### config.mk
export PLATFORM = sky130hd
export DESIGN_NAME = cpu_ctrl_fsm_flat
export DESIGN_NICKNAME = d
export VERILOG_FILES = /design/src/rtl/cpu_ctrl_fsm_pkg.sv /design/src/rtl/cpu_ctrl_fsm_if.sv /design/src/rtl/cpu_ctrl_fsm_mem_timeout_ctr.sv /design/src/rtl/cpu_ctrl_fsm.sv /design/src/flat_wrapper.sv
export SDC_FILE = /design/constraint.sdc
export NUM_CORES = 1
export LEC_CHECK = 0
export BUFFER_PORTS_ARGS = -buffer_cell sky130_fd_sc_hd__buf_2
export CORE_UTILIZATION = 59
export CTS_BUF_LIST = sky130_fd_sc_hd__clkbuf_16
export DETAILED_ROUTE_END_ITERATION = 6
export PLACE_DENSITY_LB_ADDON = 0.12
export SYNTH_ARGS = -nofsm -noshare
export SYNTH_HDL_FRONTEND = slang
export SYNTH_HIERARCHICAL = 1
export SYNTH_SLANG_ARGS = --single-unit
export TNS_END_PERCENT = 50
### constraint.sdc
create_clock -name clk -period 4.6 [get_ports clk]
set_input_delay 0.92 -clock clk [delete_from_list [all_inputs] [get_ports clk]]
set_output_delay 0.92 -clock clk [all_outputs]
set_load 0.005 [all_outputs]
### src/rtl/cpu_ctrl_fsm_pkg.sv
// Shared definitions for the instruction-sequencing controller: state codes,
// opcode/sub-op constants, writeback and register-select codes, and the
// per-state output decode.
package cpu_ctrl_fsm_pkg;

  typedef logic [2:0] opcode_t;
  typedef logic [1:0] op_t;
  typedef logic [1:0] vsel_t;
  typedef logic [2:0] nsel_t;

  // Seventeen states have distinct Moore outputs, so the code needs 5 bits.
  typedef logic [4:0] state_t;

  localparam state_t S_WAIT    = 5'd0;
  localparam state_t S_DECODE  = 5'd1;
  localparam state_t S_WR_IMM  = 5'd2;
  localparam state_t S_GET_A   = 5'd3;
  localparam state_t S_GET_B   = 5'd4;
  localparam state_t S_ALU     = 5'd5;
  localparam state_t S_ALU_A   = 5'd6;   // A operand forced to 0; also serves as ST_C
  localparam state_t S_WR_REG  = 5'd7;
  localparam state_t S_CMP     = 5'd8;
  localparam state_t S_ADDR    = 5'd9;
  localparam state_t S_LD_ADDR = 5'd10;
  localparam state_t S_MEM_RD  = 5'd11;
  localparam state_t S_WR_MEM  = 5'd12;
  localparam state_t S_GET_D   = 5'd13;
  localparam state_t S_MEM_WR  = 5'd14;
  localparam state_t S_HALT    = 5'd15;
  localparam state_t S_ERR     = 5'd16;

  localparam opcode_t OPC_LDR  = 3'b011;
  localparam opcode_t OPC_STR  = 3'b100;
  localparam opcode_t OPC_ALU  = 3'b101;
  localparam opcode_t OPC_MOV  = 3'b110;
  localparam opcode_t OPC_HALT = 3'b111;

  localparam op_t OP_MOV_REG = 2'b00;
  localparam op_t OP_MOV_IMM = 2'b10;
  localparam op_t OP_CMP     = 2'b01;
  localparam op_t OP_MVN     = 2'b11;
  localparam op_t OP_MEM     = 2'b00;

  localparam vsel_t VSEL_C   = 2'b00;
  localparam vsel_t VSEL_IMM = 2'b01;
  localparam vsel_t VSEL_MEM = 2'b10;

  localparam nsel_t NSEL_NONE = 3'b000;
  localparam nsel_t NSEL_RN   = 3'b001;
  localparam nsel_t NSEL_RD   = 3'b010;
  localparam nsel_t NSEL_RM   = 3'b100;

  typedef struct packed {
    logic  w;
    logic  loada;
    logic  loadb;
    logic  loadc;
    logic  loads;
    logic  asel;
    logic  bsel;
    vsel_t vsel;
    nsel_t nsel;
    logic  write;
    logic  load_addr;
    logic  mem_req;
    logic  mem_we;
    logic  err;
    logic  halted;
  } ctrl_out_t;

  // Moore output decode; unlisted codes drive all-zero controls.
  function automatic ctrl_out_t state_outputs(input state_t st);
    ctrl_out_t o;
    o      = '0;
    o.vsel = VSEL_C;
    o.nsel = NSEL_NONE;
    case (st)
      S_WAIT:    o.w = 1'b1;
      S_WR_IMM:  begin o.vsel = VSEL_IMM; o.nsel = NSEL_RN; o.write = 1'b1; end
      S_GET_A:   begin o.nsel = NSEL_RN; o.loada = 1'b1; end
      S_GET_B:   begin o.nsel = NSEL_RM; o.loadb = 1'b1; end
      S_ALU:     o.loadc = 1'b1;
      S_ALU_A:   begin o.asel = 1'b1; o.loadc = 1'b1; end
      S_WR_REG:  begin o.vsel = VSEL_C; o.nsel = NSEL_RD; o.write = 1'b1; end
      S_CMP:     o.loads = 1'b1;
      S_ADDR:    begin o.bsel = 1'b1; o.loadc = 1'b1; end
      S_LD_ADDR: o.load_addr = 1'b1;
      S_MEM_RD:  o.mem_req = 1'b1;
      S_WR_MEM:  begin o.vsel = VSEL_MEM; o.nsel = NSEL_RD; o.write = 1'b1; end
      S_GET_D:   begin o.nsel = NSEL_RD; o.loadb = 1'b1; end
      S_MEM_WR:  begin o.mem_req = 1'b1; o.mem_we = 1'b1; end
      S_HALT:    o.halted = 1'b1;
      S_ERR:     o.err = 1'b1;
      default:   o = '0;
    endcase
    return o;
  endfunction

endpackage

### src/rtl/cpu_ctrl_fsm_if.sv
// Decode-side inputs and datapath/memory control outputs of the controller.
interface cpu_ctrl_fsm_if;
  import cpu_ctrl_fsm_pkg::*;

  logic    s;
  opcode_t opcode;
  op_t     op;
  logic    mem_ack;

  logic    w;
  logic    loada;
  logic    loadb;
  logic    loadc;
  logic    loads;
  logic    asel;
  logic    bsel;
  vsel_t   vsel;
  nsel_t   nsel;
  logic    write;
  logic    load_addr;
  logic    mem_req;
  logic    mem_we;
  logic    err;
  logic    halted;

  modport master (
    input  s, opcode, op, mem_ack,
    output w, loada, loadb, loadc, loads, asel, bsel, vsel, nsel,
           write, load_addr, mem_req, mem_we, err, halted
  );

  modport slave (
    output s, opcode, op, mem_ack,
    input  w, loada, loadb, loadc, loads, asel, bsel, vsel, nsel,
           write, load_addr, mem_req, mem_we, err, halted
  );
endinterface

### src/rtl/cpu_ctrl_fsm_mem_timeout_ctr.sv
// Counts memory-wait cycles without acknowledge; flags the cycle on which
// the LIMIT-th unacknowledged cycle occurs.
module mem_timeout_ctr #(
  parameter int unsigned LIMIT = 15
) (
  input  logic clk,
  input  logic rst_n,
  input  logic clr_i,
  input  logic en_i,
  output logic expired_o
);
  logic [7:0] cnt_q, cnt_d;

  // Clear has priority; otherwise count each enabled cycle.
  always_comb begin
    cnt_d = cnt_q;
    if (clr_i) begin
      cnt_d = '0;
    end else if (en_i) begin
      cnt_d = cnt_q + 8'd1;
    end
  end

  // Counter register.
  always_ff @(posedge clk or negedge rst_n) begin
    if (!rst_n) begin
      cnt_q <= '0;
    end else begin
      cnt_q <= cnt_d;
    end
  end

  assign expired_o = en_i && (cnt_q == 8'(LIMIT - 1));
endmodule

### src/rtl/cpu_ctrl_fsm.sv
// Moore controller sequencing one instruction per start pulse, with a
// req/ack memory handshake, timeout, halt and illegal-opcode reporting.
module cpu_ctrl_fsm
  import cpu_ctrl_fsm_pkg::*;
#(
  parameter bit          MEM_EN  = 1'b1,
  parameter int unsigned MEM_TO  = 15,
  parameter bit          HALT_EN = 1'b1
) (
  input  logic           clk,
  input  logic           reset_n,
  cpu_ctrl_fsm_if.master bus
);
  state_t    state_q, state_d;
  logic [4:0] instr_q, instr_d;
  opcode_t   opc_q;
  op_t       op_q;
  logic      in_mem;
  logic      tmo_expired;
  ctrl_out_t out_s;

  assign opc_q  = instr_q[4:2];
  assign op_q   = instr_q[1:0];
  assign in_mem = (state_q == S_MEM_RD) || (state_q == S_MEM_WR);

  mem_timeout_ctr #(.LIMIT(MEM_TO)) u_tmo (
    .clk       (clk),
    .rst_n     (reset_n),
    .clr_i     (!in_mem || bus.mem_ack),
    .en_i      (in_mem && !bus.mem_ack),
    .expired_o (tmo_expired)
  );

  // State and captured instruction registers.
  always_ff @(posedge clk or negedge reset_n) begin
    if (!reset_n) begin
      state_q <= S_WAIT;
      instr_q <= '0;
    end else begin
      state_q <= state_d;
      instr_q <= instr_d;
    end
  end

  // Next-state logic. The instruction is captured in DECODE so later
  // branch points (shared GET_A/GET_B/ALU_A states) can tell paths apart.
  always_comb begin
    state_d = S_WAIT;
    instr_d = instr_q;
    case (state_q)
      S_WAIT:   state_d = bus.s ? S_DECODE : S_WAIT;
      S_DECODE: begin
        instr_d = {bus.opcode, bus.op};
        case (bus.opcode)
          OPC_MOV:
            if (bus.op == OP_MOV_IMM)      state_d = S_WR_IMM;
            else if (bus.op == OP_MOV_REG) state_d = S_GET_B;
            else                           state_d = S_ERR;
          OPC_ALU:
            state_d = (bus.op == OP_MVN) ? S_GET_B : S_GET_A;
          OPC_LDR, OPC_STR:
            state_d = (MEM_EN && bus.op == OP_MEM) ? S_GET_A : S_ERR;
          OPC_HALT:
            state_d = HALT_EN ? S_HALT : S_ERR;
          default:
            state_d = S_ERR;
        endcase
      end
      S_GET_A:
        state_d = (opc_q == OPC_LDR || opc_q == OPC_STR) ? S_ADDR : S_GET_B;
      S_GET_B:
        if (opc_q == OPC_ALU && op_q == OP_CMP)      state_d = S_CMP;
        else if (opc_q == OPC_ALU && op_q != OP_MVN) state_d = S_ALU;
        else                                         state_d = S_ALU_A;
      S_ALU:     state_d = S_WR_REG;
      S_ALU_A:   state_d = (opc_q == OPC_STR) ? S_MEM_WR : S_WR_REG;
      S_ADDR:    state_d = S_LD_ADDR;
      S_LD_ADDR: state_d = (opc_q == OPC_STR) ? S_GET_D : S_MEM_RD;
      S_GET_D:   state_d = S_ALU_A;
      S_MEM_RD:
        if (bus.mem_ack)      state_d = S_WR_MEM;
        else if (tmo_expired) state_d = S_ERR;
        else                  state_d = S_MEM_RD;
      S_MEM_WR:
        if (bus.mem_ack)      state_d = S_WAIT;
        else if (tmo_expired) state_d = S_ERR;
        else                  state_d = S_MEM_WR;
      S_HALT:    state_d = S_HALT;
      default:   state_d = S_WAIT;
    endcase
  end

  // Output decode from the current state only.
  always_comb begin
    out_s = state_outputs(state_q);
  end

  assign bus.w         = out_s.w;
  assign bus.loada     = out_s.loada;
  assign bus.loadb     = out_s.loadb;
  assign bus.loadc     = out_s.loadc;
  assign bus.loads     = out_s.loads;
  assign bus.asel      = out_s.asel;
  assign bus.bsel      = out_s.bsel;
  assign bus.vsel      = out_s.vsel;
  assign bus.nsel      = out_s.nsel;
  assign bus.write     = out_s.write;
  assign bus.load_addr = out_s.load_addr;
  assign bus.mem_req   = out_s.mem_req;
  assign bus.mem_we    = out_s.mem_we;
  assign bus.err       = out_s.err;
  assign bus.halted    = out_s.halted;
endmodule

### src/flat_wrapper.sv
// flat-port wrapper written by rule: the top's interface ports become plain ports
module cpu_ctrl_fsm_flat import cpu_ctrl_fsm_pkg::*;
#(
  parameter bit          MEM_EN  = 1'b1,
  parameter int unsigned MEM_TO  = 15,
  parameter bit          HALT_EN = 1'b1
)
  (clk, reset_n, bus_s, bus_opcode, bus_op, bus_mem_ack, bus_w, bus_loada, bus_loadb, bus_loadc, bus_loads, bus_asel, bus_bsel, bus_vsel, bus_nsel, bus_write, bus_load_addr, bus_mem_req, bus_mem_we, bus_err, bus_halted);
  cpu_ctrl_fsm_if bus_i ();
  input  logic clk;
  input  logic reset_n;
  input wire logic [$bits(bus_i.s)-1:0] bus_s;
  input wire logic [$bits(bus_i.opcode)-1:0] bus_opcode;
  input wire logic [$bits(bus_i.op)-1:0] bus_op;
  input wire logic [$bits(bus_i.mem_ack)-1:0] bus_mem_ack;
  output wire logic [$bits(bus_i.w)-1:0] bus_w;
  output wire logic [$bits(bus_i.loada)-1:0] bus_loada;
  output wire logic [$bits(bus_i.loadb)-1:0] bus_loadb;
  output wire logic [$bits(bus_i.loadc)-1:0] bus_loadc;
  output wire logic [$bits(bus_i.loads)-1:0] bus_loads;
  output wire logic [$bits(bus_i.asel)-1:0] bus_asel;
  output wire logic [$bits(bus_i.bsel)-1:0] bus_bsel;
  output wire logic [$bits(bus_i.vsel)-1:0] bus_vsel;
  output wire logic [$bits(bus_i.nsel)-1:0] bus_nsel;
  output wire logic [$bits(bus_i.write)-1:0] bus_write;
  output wire logic [$bits(bus_i.load_addr)-1:0] bus_load_addr;
  output wire logic [$bits(bus_i.mem_req)-1:0] bus_mem_req;
  output wire logic [$bits(bus_i.mem_we)-1:0] bus_mem_we;
  output wire logic [$bits(bus_i.err)-1:0] bus_err;
  output wire logic [$bits(bus_i.halted)-1:0] bus_halted;
  assign bus_i.s = bus_s;
  assign bus_i.opcode = bus_opcode;
  assign bus_i.op = bus_op;
  assign bus_i.mem_ack = bus_mem_ack;
  assign bus_w = bus_i.w;
  assign bus_loada = bus_i.loada;
  assign bus_loadb = bus_i.loadb;
  assign bus_loadc = bus_i.loadc;
  assign bus_loads = bus_i.loads;
  assign bus_asel = bus_i.asel;
  assign bus_bsel = bus_i.bsel;
  assign bus_vsel = bus_i.vsel;
  assign bus_nsel = bus_i.nsel;
  assign bus_write = bus_i.write;
  assign bus_load_addr = bus_i.load_addr;
  assign bus_mem_req = bus_i.mem_req;
  assign bus_mem_we = bus_i.mem_we;
  assign bus_err = bus_i.err;
  assign bus_halted = bus_i.halted;
  cpu_ctrl_fsm #(.MEM_EN(MEM_EN), .MEM_TO(MEM_TO), .HALT_EN(HALT_EN)) u_core (.clk(clk), .reset_n(reset_n), .bus(bus_i));
endmodule
==> results.cfg, run 1 <==
[critical_path]
cp-end-kind = flip-flop
max_stage_delay_ns = 0.68
cpLargestDelayFamily = simple AND/OR/NAND/NOR gates
critical_path.max_fanout = 19
rr_startpoint = u_core/state_q[1]
cp.required_ns = 4.73
setup.worst_path.class = flip-flop to flip-flop
cpMostUsedCell = sky130_fd_sc_hd__a21oi_1
worst_ep_arrival_time_ns = 3.05
rr_worst_depth = 10
timing.critical_path.slowest_stage_cell = sky130_fd_sc_hd__dfrtp_1
cp_cell_sequence = nor2b_1 -> and3_1 -> and2b_1 -> nand3_1 -> nor3_1 -> or2_2 -> a21oi_1 -> a221o_1 -> a21oi_1 -> o21ai_0
critical_path.n_buffers_inverters = 0
r2r_slack_ns = 1.67
worst_r2r_endpoint = u_core/state_q[3]
worstSetupStartpointType = flip-flop

[power_and_ir_drop]
p_per_area_nw_per_um2 = 567
peakVddDrop_v = 0.000352
p_leak_uw = 0.000715

[routing]
post-route-drc-count = 0
drt-vias-per-instance = 6.17
drt-initial-drc-count = 54
finalWirelength_mm = 3.24
antenna_violating_nets_post_route = 0
drt_pass1_iterations = 5
route.vias.total = 1369
post_drt_wl_per_cell_um = 14.6

[timing]
slew-limit-headroom = 0.637
worstMarginPinSlew_ns = 0.544
fin_skew_ns = 0.00400
final_hold_viol_count = 0
timing.setup.tns_ns = 0
clock.fmax_ghz = 0.342
final_max_slew_viol_count = 0
final_critical_path_share_of_the_clock_period = 0.636
timing.final.crit_period_ns = 2.93
final.hold.worst_slack_ns = 0.532
count_of_endpoints_failing_setup_in_the_final_report = 0
unrepaired_setup_endpoints_after_global_routing = false

[floorplanning]
die_h_um = 50.1
std_cell_rows = 17
core_um2 = 2190
floorplan.die_area_um2 = 2510
fp.dieW_um = 50.1
ios = 27
starting_utilization_of_the_core_area = 0.624

[outcome]
outcome = completed

[clocking]
holdBufCountCts = 0
insertion_delay_ns = 0.25
post_cts_resized = 0
postCtsSetupBuffers = 0
worst_setup_hold_path_clk_slew_ns = 0.05
max-clock-path-buffers = 2
tritoncts_buffers = 3
cts_tree = yes
ctsHtreeMaxLevel = 1
clock_sink_count = 18
cts-root-buf = sky130_fd_sc_hd__clkbuf_16

[place]
numPlacedInstances = 218
placement.cell_area_um2 = 1490
io_buffer_count = 26
gp_congestion = 0.915
hpwlAfterDp_mm = 2.34

[cells_and_area]
layout.cells.most_common_list = sky130_fd_sc_hd__buf_2, sky130_fd_sc_hd__nor2_1, sky130_fd_sc_hd__dfrtp_1, sky130_fd_sc_hd__nand2_1, sky130_fd_sc_hd__o21ai_0
final_cell_area_um2 = 1570
final_layout_size_suffix_gt1_frac = 0.201
antenna_cells_inserted = 0
post-route-util = 0.716
finalNonFillerCells = 222
mostFrequentLayoutCell = sky130_fd_sc_hd__buf_2
flow.area_growth_from_synthesis_pct = 14.6
num-nets-final = 206

[global_route]
gr-total-overflow = 0
grt_util_all_layers = 0.268
number_of_global_route_vias_before_repair = 1181
first_pass_grt_wire_length_mm = 5.15
grt_start_max_net_pins = 20
grt_antenna_before_repair = 0

[logic_synthesis]
synth_top_flop_cell = sky130_fd_sc_hd__dfrtp_1
postSynthRegisterBits = 18
mappedNetlistArea_um2 = 1370
synth.net_count = 183
count_of_flip_flops_with_a_built_in_enable_after_synthesis = 0
avg_synthesized_cell_area_um2 = 7.95
number_of_cells_produced_by_synthesis = 172
ys_async_sr_fraction = 1.00
synth_sequential_area_ratio = 0.329
count_of_yosys_warnings_during_synthesis = 6
netlist-cell-type-count = 42

[run]
cap_violations = 0

[worst_hold_path]
hp-start = u_core/instr_q[4]
timing.hold.worst_path_depth = 2
timing.hold.worst_endpoint = u_core/instr_q[4]
worst_hold_path_type = flip-flop to flip-flop
[worst min-delay path: cells and delay by family (launching register included)]
kind,cells,cell delay [ns]
simple gates,2,0.12
flops,1,0.38
[worst max-delay path by stage]
stage | from | to | slack, ns | depth (start not counted)
floorplan | bus_mem_ack | u_core/state_q[3] | 2.15 | 9
global placement | bus_mem_ack | u_core/state_q[3] | 1.87 | 9
detailed placement | u_core/state_q[1] | u_core/state_q[3] | 1.71 | 10
CTS | u_core/state_q[1] | u_core/state_q[3] | 1.70 | 10
global route | u_core/state_q[1] | u_core/state_q[3] | 1.46 | 10
finish | u_core/state_q[1] | u_core/state_q[3] | 1.67 | 10
[sequential cells by signal, indices dropped and copies added (netlist names)]
name / count
u_core/state_q: 5
u_core/instr_q: 5
u_core/u_tmo/cnt_q: 8
[kinds of logic after synthesis]
family	count (synthesis)	synth area share
buf+inv	15	0.0512
mux	4	0.0329
flops	18	0.329
fa+ha+maj	2	0.0183
xor+xnor	6	0.0384
compound gates	41	0.186
simple gates	86	0.344
[final cells by class]
class / instances / area (um2)
multi-input cells: 139 / 847
fillers: 186 / 623
flip-flops and latches: 18 / 450
repair buffers: 26 / 130
clock buffers: 3 / 75.1
well taps: 28 / 35.0
inverters: 7 / 26.3
clock inverters: 1 / 3.75
[per-layer routing]
metal / vias up / track usage / part of all wire
li1: 666 / - / -
met1: 644 / 0.339 / 0.45
met2: 53 / 0.453 / 0.49
met3: 6 / 0.0515 / 0.055
met4: 0 / 0.0952 / 0.011
met5: - / 0 / 0
[report_power, final]
group	internal (uW)	switching (uW)	total, uW
logic	194	216	410
registers	201	103	303
clock network	116	59.6	175
total	510	378	888
[cell usage after synthesis, types with 3 or more instances]
master | n | area, um2
sky130_fd_sc_hd__mux2_2 | 4 | 45.0
sky130_fd_sc_hd__nand4_1 | 6 | 37.5
sky130_fd_sc_hd__buf_2 | 5 | 25.0
sky130_fd_sc_hd__o21ai_0 | 13 | 65.1
sky130_fd_sc_hd__or3_1 | 4 | 25.0
sky130_fd_sc_hd__a32oi_1 | 3 | 26.3
sky130_fd_sc_hd__nand3_1 | 7 | 35.0
sky130_fd_sc_hd__dfrtp_1 | 18 | 450
sky130_fd_sc_hd__nor3b_1 | 4 | 30.0
sky130_fd_sc_hd__xor2_1 | 5 | 43.8
sky130_fd_sc_hd__a211oi_1 | 4 | 30.0
sky130_fd_sc_hd__nor3_1 | 5 | 25.0
sky130_fd_sc_hd__nor2_1 | 25 | 93.8
sky130_fd_sc_hd__nand2b_1 | 5 | 31.3
sky130_fd_sc_hd__nand2_1 | 13 | 48.8
sky130_fd_sc_hd__a21oi_1 | 11 | 55.1
sky130_fd_sc_hd__inv_1 | 7 | 26.3
[metrics by stage]
step / worst slack, ns / total power, uW
3_5_place_dp: 1.71 / 707
3_3_place_gp: 1.87 / 693
4_1_cts: 1.70 / 885
2_1_floorplan: 2.15 / 596
5_1_grt: 1.46 / 951
6_report: 1.67 / 888
No activity file was read; power rests on OpenSTA's default activity.
==> run 2, diff against run 1 <==
Settings changed: CORE_UTILIZATION 59 to 54.
Clock period 4.6 ns to 2.7 ns, I/O delays scaled along.
==> results.cfg, run 2 (synthesized netlist as in run 1, its figures left out) <==
[global_route]
first_pass_grt_wire_length_mm = 5.88
grt_util_all_layers = 0.289
number_of_global_route_vias_before_repair = 1309
grt_antenna_before_repair = 0
grt_start_max_net_pins = 19
gr-total-overflow = 0

[timing]
slew-limit-headroom = 0.729
final_max_slew_viol_count = 0
unrepaired_setup_endpoints_after_global_routing = false
timing.setup.tns_ns = 0
final_critical_path_share_of_the_clock_period = 0.887
final_hold_viol_count = 0
final.hold.worst_slack_ns = 0.213
fin_skew_ns = 0.00246
worstMarginPinSlew_ns = 0.405
timing.final.crit_period_ns = 2.39
count_of_endpoints_failing_setup_in_the_final_report = 0
clock.fmax_ghz = 0.418

[critical_path]
cp-end-kind = flip-flop
r2r_slack_ns = 0.31
rr_startpoint = u_core/state_q[0]
setup.worst_path.class = flip-flop to flip-flop
rr_worst_depth = 10
worstSetupStartpointType = flip-flop
cp-startpoint = u_core/state_q[0]
critical_path.endpoint = u_core/state_q[3]
cp.required_ns = 2.80
worst_r2r_endpoint = u_core/state_q[3]
critical_path.max_fanout = 13
worst_ep_arrival_time_ns = 2.50

[power_and_ir_drop]
switching_share = 0.421
share_comb_of_total_power = 0.519
sequential_group_share_of_total_power = 0.290
p_per_area_nw_per_um2 = 966
p_leak_uw = 0.000742
net-switching-power_uw = 653
intPower_uw = 898
power.clock.fraction = 0.192
peakVddDrop_v = 0.000785

[floorplanning]
floorplan.die_area_um2 = 2740
std_cell_rows = 17
ios = 27
fp.dieW_um = 52.3
core_um2 = 2300
starting_utilization_of_the_core_area = 0.595
die_h_um = 52.3

[clocking]
cts_tree = yes
postCtsSetupBuffers = 0
holdBufCountCts = 0
insertion_delay_ns = 0.25
max-clock-path-buffers = 2
tritoncts_buffers = 3
ctsHtreeMaxLevel = 1
cts-root-buf = sky130_fd_sc_hd__clkbuf_16
clock_sink_count = 18
post_cts_resized = 0
worst_setup_hold_path_clk_slew_ns = 0.05

[run]
cap_violations = 0

[place]
gp_congestion = 0.897
io_buffer_count = 26
hpwlAfterDp_mm = 2.54
numPlacedInstances = 223

[cells_and_area]
post-route-util = 0.699
flow.area_growth_from_synthesis_pct = 17.4
ff_latch_area_um2 = 450
finalNonFillerCells = 227
top_register = u_core/u_tmo/cnt_q
final_layout_size_suffix_gt1_frac = 0.221
antenna_cells_inserted = 0
fillCellCount = 192
largest_register_ffs = 8
num-nets-final = 211
mostFrequentLayoutCell = sky130_fd_sc_hd__buf_2
largestRegisters = u_core/u_tmo/cnt_q (8), u_core/instr_q (5), u_core/state_q (5)
multiInputGateArea_um2 = 847
layout.cells.most_common_list = sky130_fd_sc_hd__buf_2, sky130_fd_sc_hd__nor2_1, sky130_fd_sc_hd__dfrtp_1, sky130_fd_sc_hd__nand2_1, sky130_fd_sc_hd__o21ai_0

[routing]
finalWirelength_mm = 3.37
drt-vias-per-instance = 6.12
drt_pass1_iterations = 5
post_drt_wl_per_cell_um = 14.9
post-route-drc-count = 0
route.vias.total = 1390
antenna_violating_nets_post_route = 0
drt-initial-drc-count = 51

[outcome]
outcome = completed

[worst_hold_path]
worst_hold_path_type = primary input to asynchronous set/reset pin
run 2: cell types whose count changed in the layout (fill, tap and decap cells not counted):
| cell | previous run | this run |
|---|---|---|
| sky130_fd_sc_hd__buf_4 | 0 | 5 |
run 2: critical path, stage by stage (launching register included):
cell	delay, ns
sky130_fd_sc_hd__dfrtp_1	0.57
sky130_fd_sc_hd__xor2_1	0.18
sky130_fd_sc_hd__and3_1	0.21
sky130_fd_sc_hd__and2b_1	0.15
sky130_fd_sc_hd__nand3_1	0.10
sky130_fd_sc_hd__nor3_1	0.23
sky130_fd_sc_hd__or2_2	0.17
sky130_fd_sc_hd__a21oi_1	0.06
sky130_fd_sc_hd__a221o_1	0.26
sky130_fd_sc_hd__a21oi_1	0.17
sky130_fd_sc_hd__o21ai_0	0.13
run 2: layer usage:
metal,GRT usage,up-vias,part of all wire
li1,-,674,-
met1,0.383,666,0.46
met2,0.468,46,0.48
met3,0.0725,4,0.053
met4,0.0702,0,0.0047
met5,0,-,0
run 2: area by class of cell:
class / count / share of cell area
Clock buffer: 3 / 0.0468
Clock inverter: 1 / 0.00234
Inverter: 7 / 0.0164
Multi-Input combinational cell: 139 / 0.528
Sequential cell: 18 / 0.281
Tap cell: 28 / 0.0218
Timing Repair Buffer: 31 / 0.104
run 2: per-stage QoR:
| step | cell area, um2 | total power [uW] | worst slack, ns |
|---|---|---|---|
| after floorplan | 1370 | 1020 | 0.355 |
| after global placement | 1530 | 1230 | 0.509 |
| after detailed placement | 1530 | 1240 | 0.428 |
| after CTS | 1610 | 1550 | 0.343 |
| after global routing | 1610 | 1680 | 0.197 |
| final | 1610 | 1550 | 0.305 |
run 2: power by group through the flow:
stage,clock network (uW),logic (uW),registers [uW]
detailed placement,0,793,448
global route,318,904,460
global placement,0,783,442
CTS,305,803,443
finish,298,804,449
floorplan,0,617,399
run 2: worst min-delay path by stage:
stage | slack (ns) | start | end | depth (start not counted)
CTS | 0.23 | reset_n | u_core/u_tmo/cnt_q[7] | 1
global route | 0.24 | reset_n | u_core/u_tmo/cnt_q[7] | 1
finish | 0.21 | reset_n | u_core/u_tmo/cnt_q[7] | 1
global placement | 0.48 | reset_n | u_core/u_tmo/cnt_q[7] | 1
detailed placement | 0.49 | reset_n | u_core/u_tmo/cnt_q[6] | 1
floorplan | 0.24 | reset_n | u_core/instr_q[0] | 0
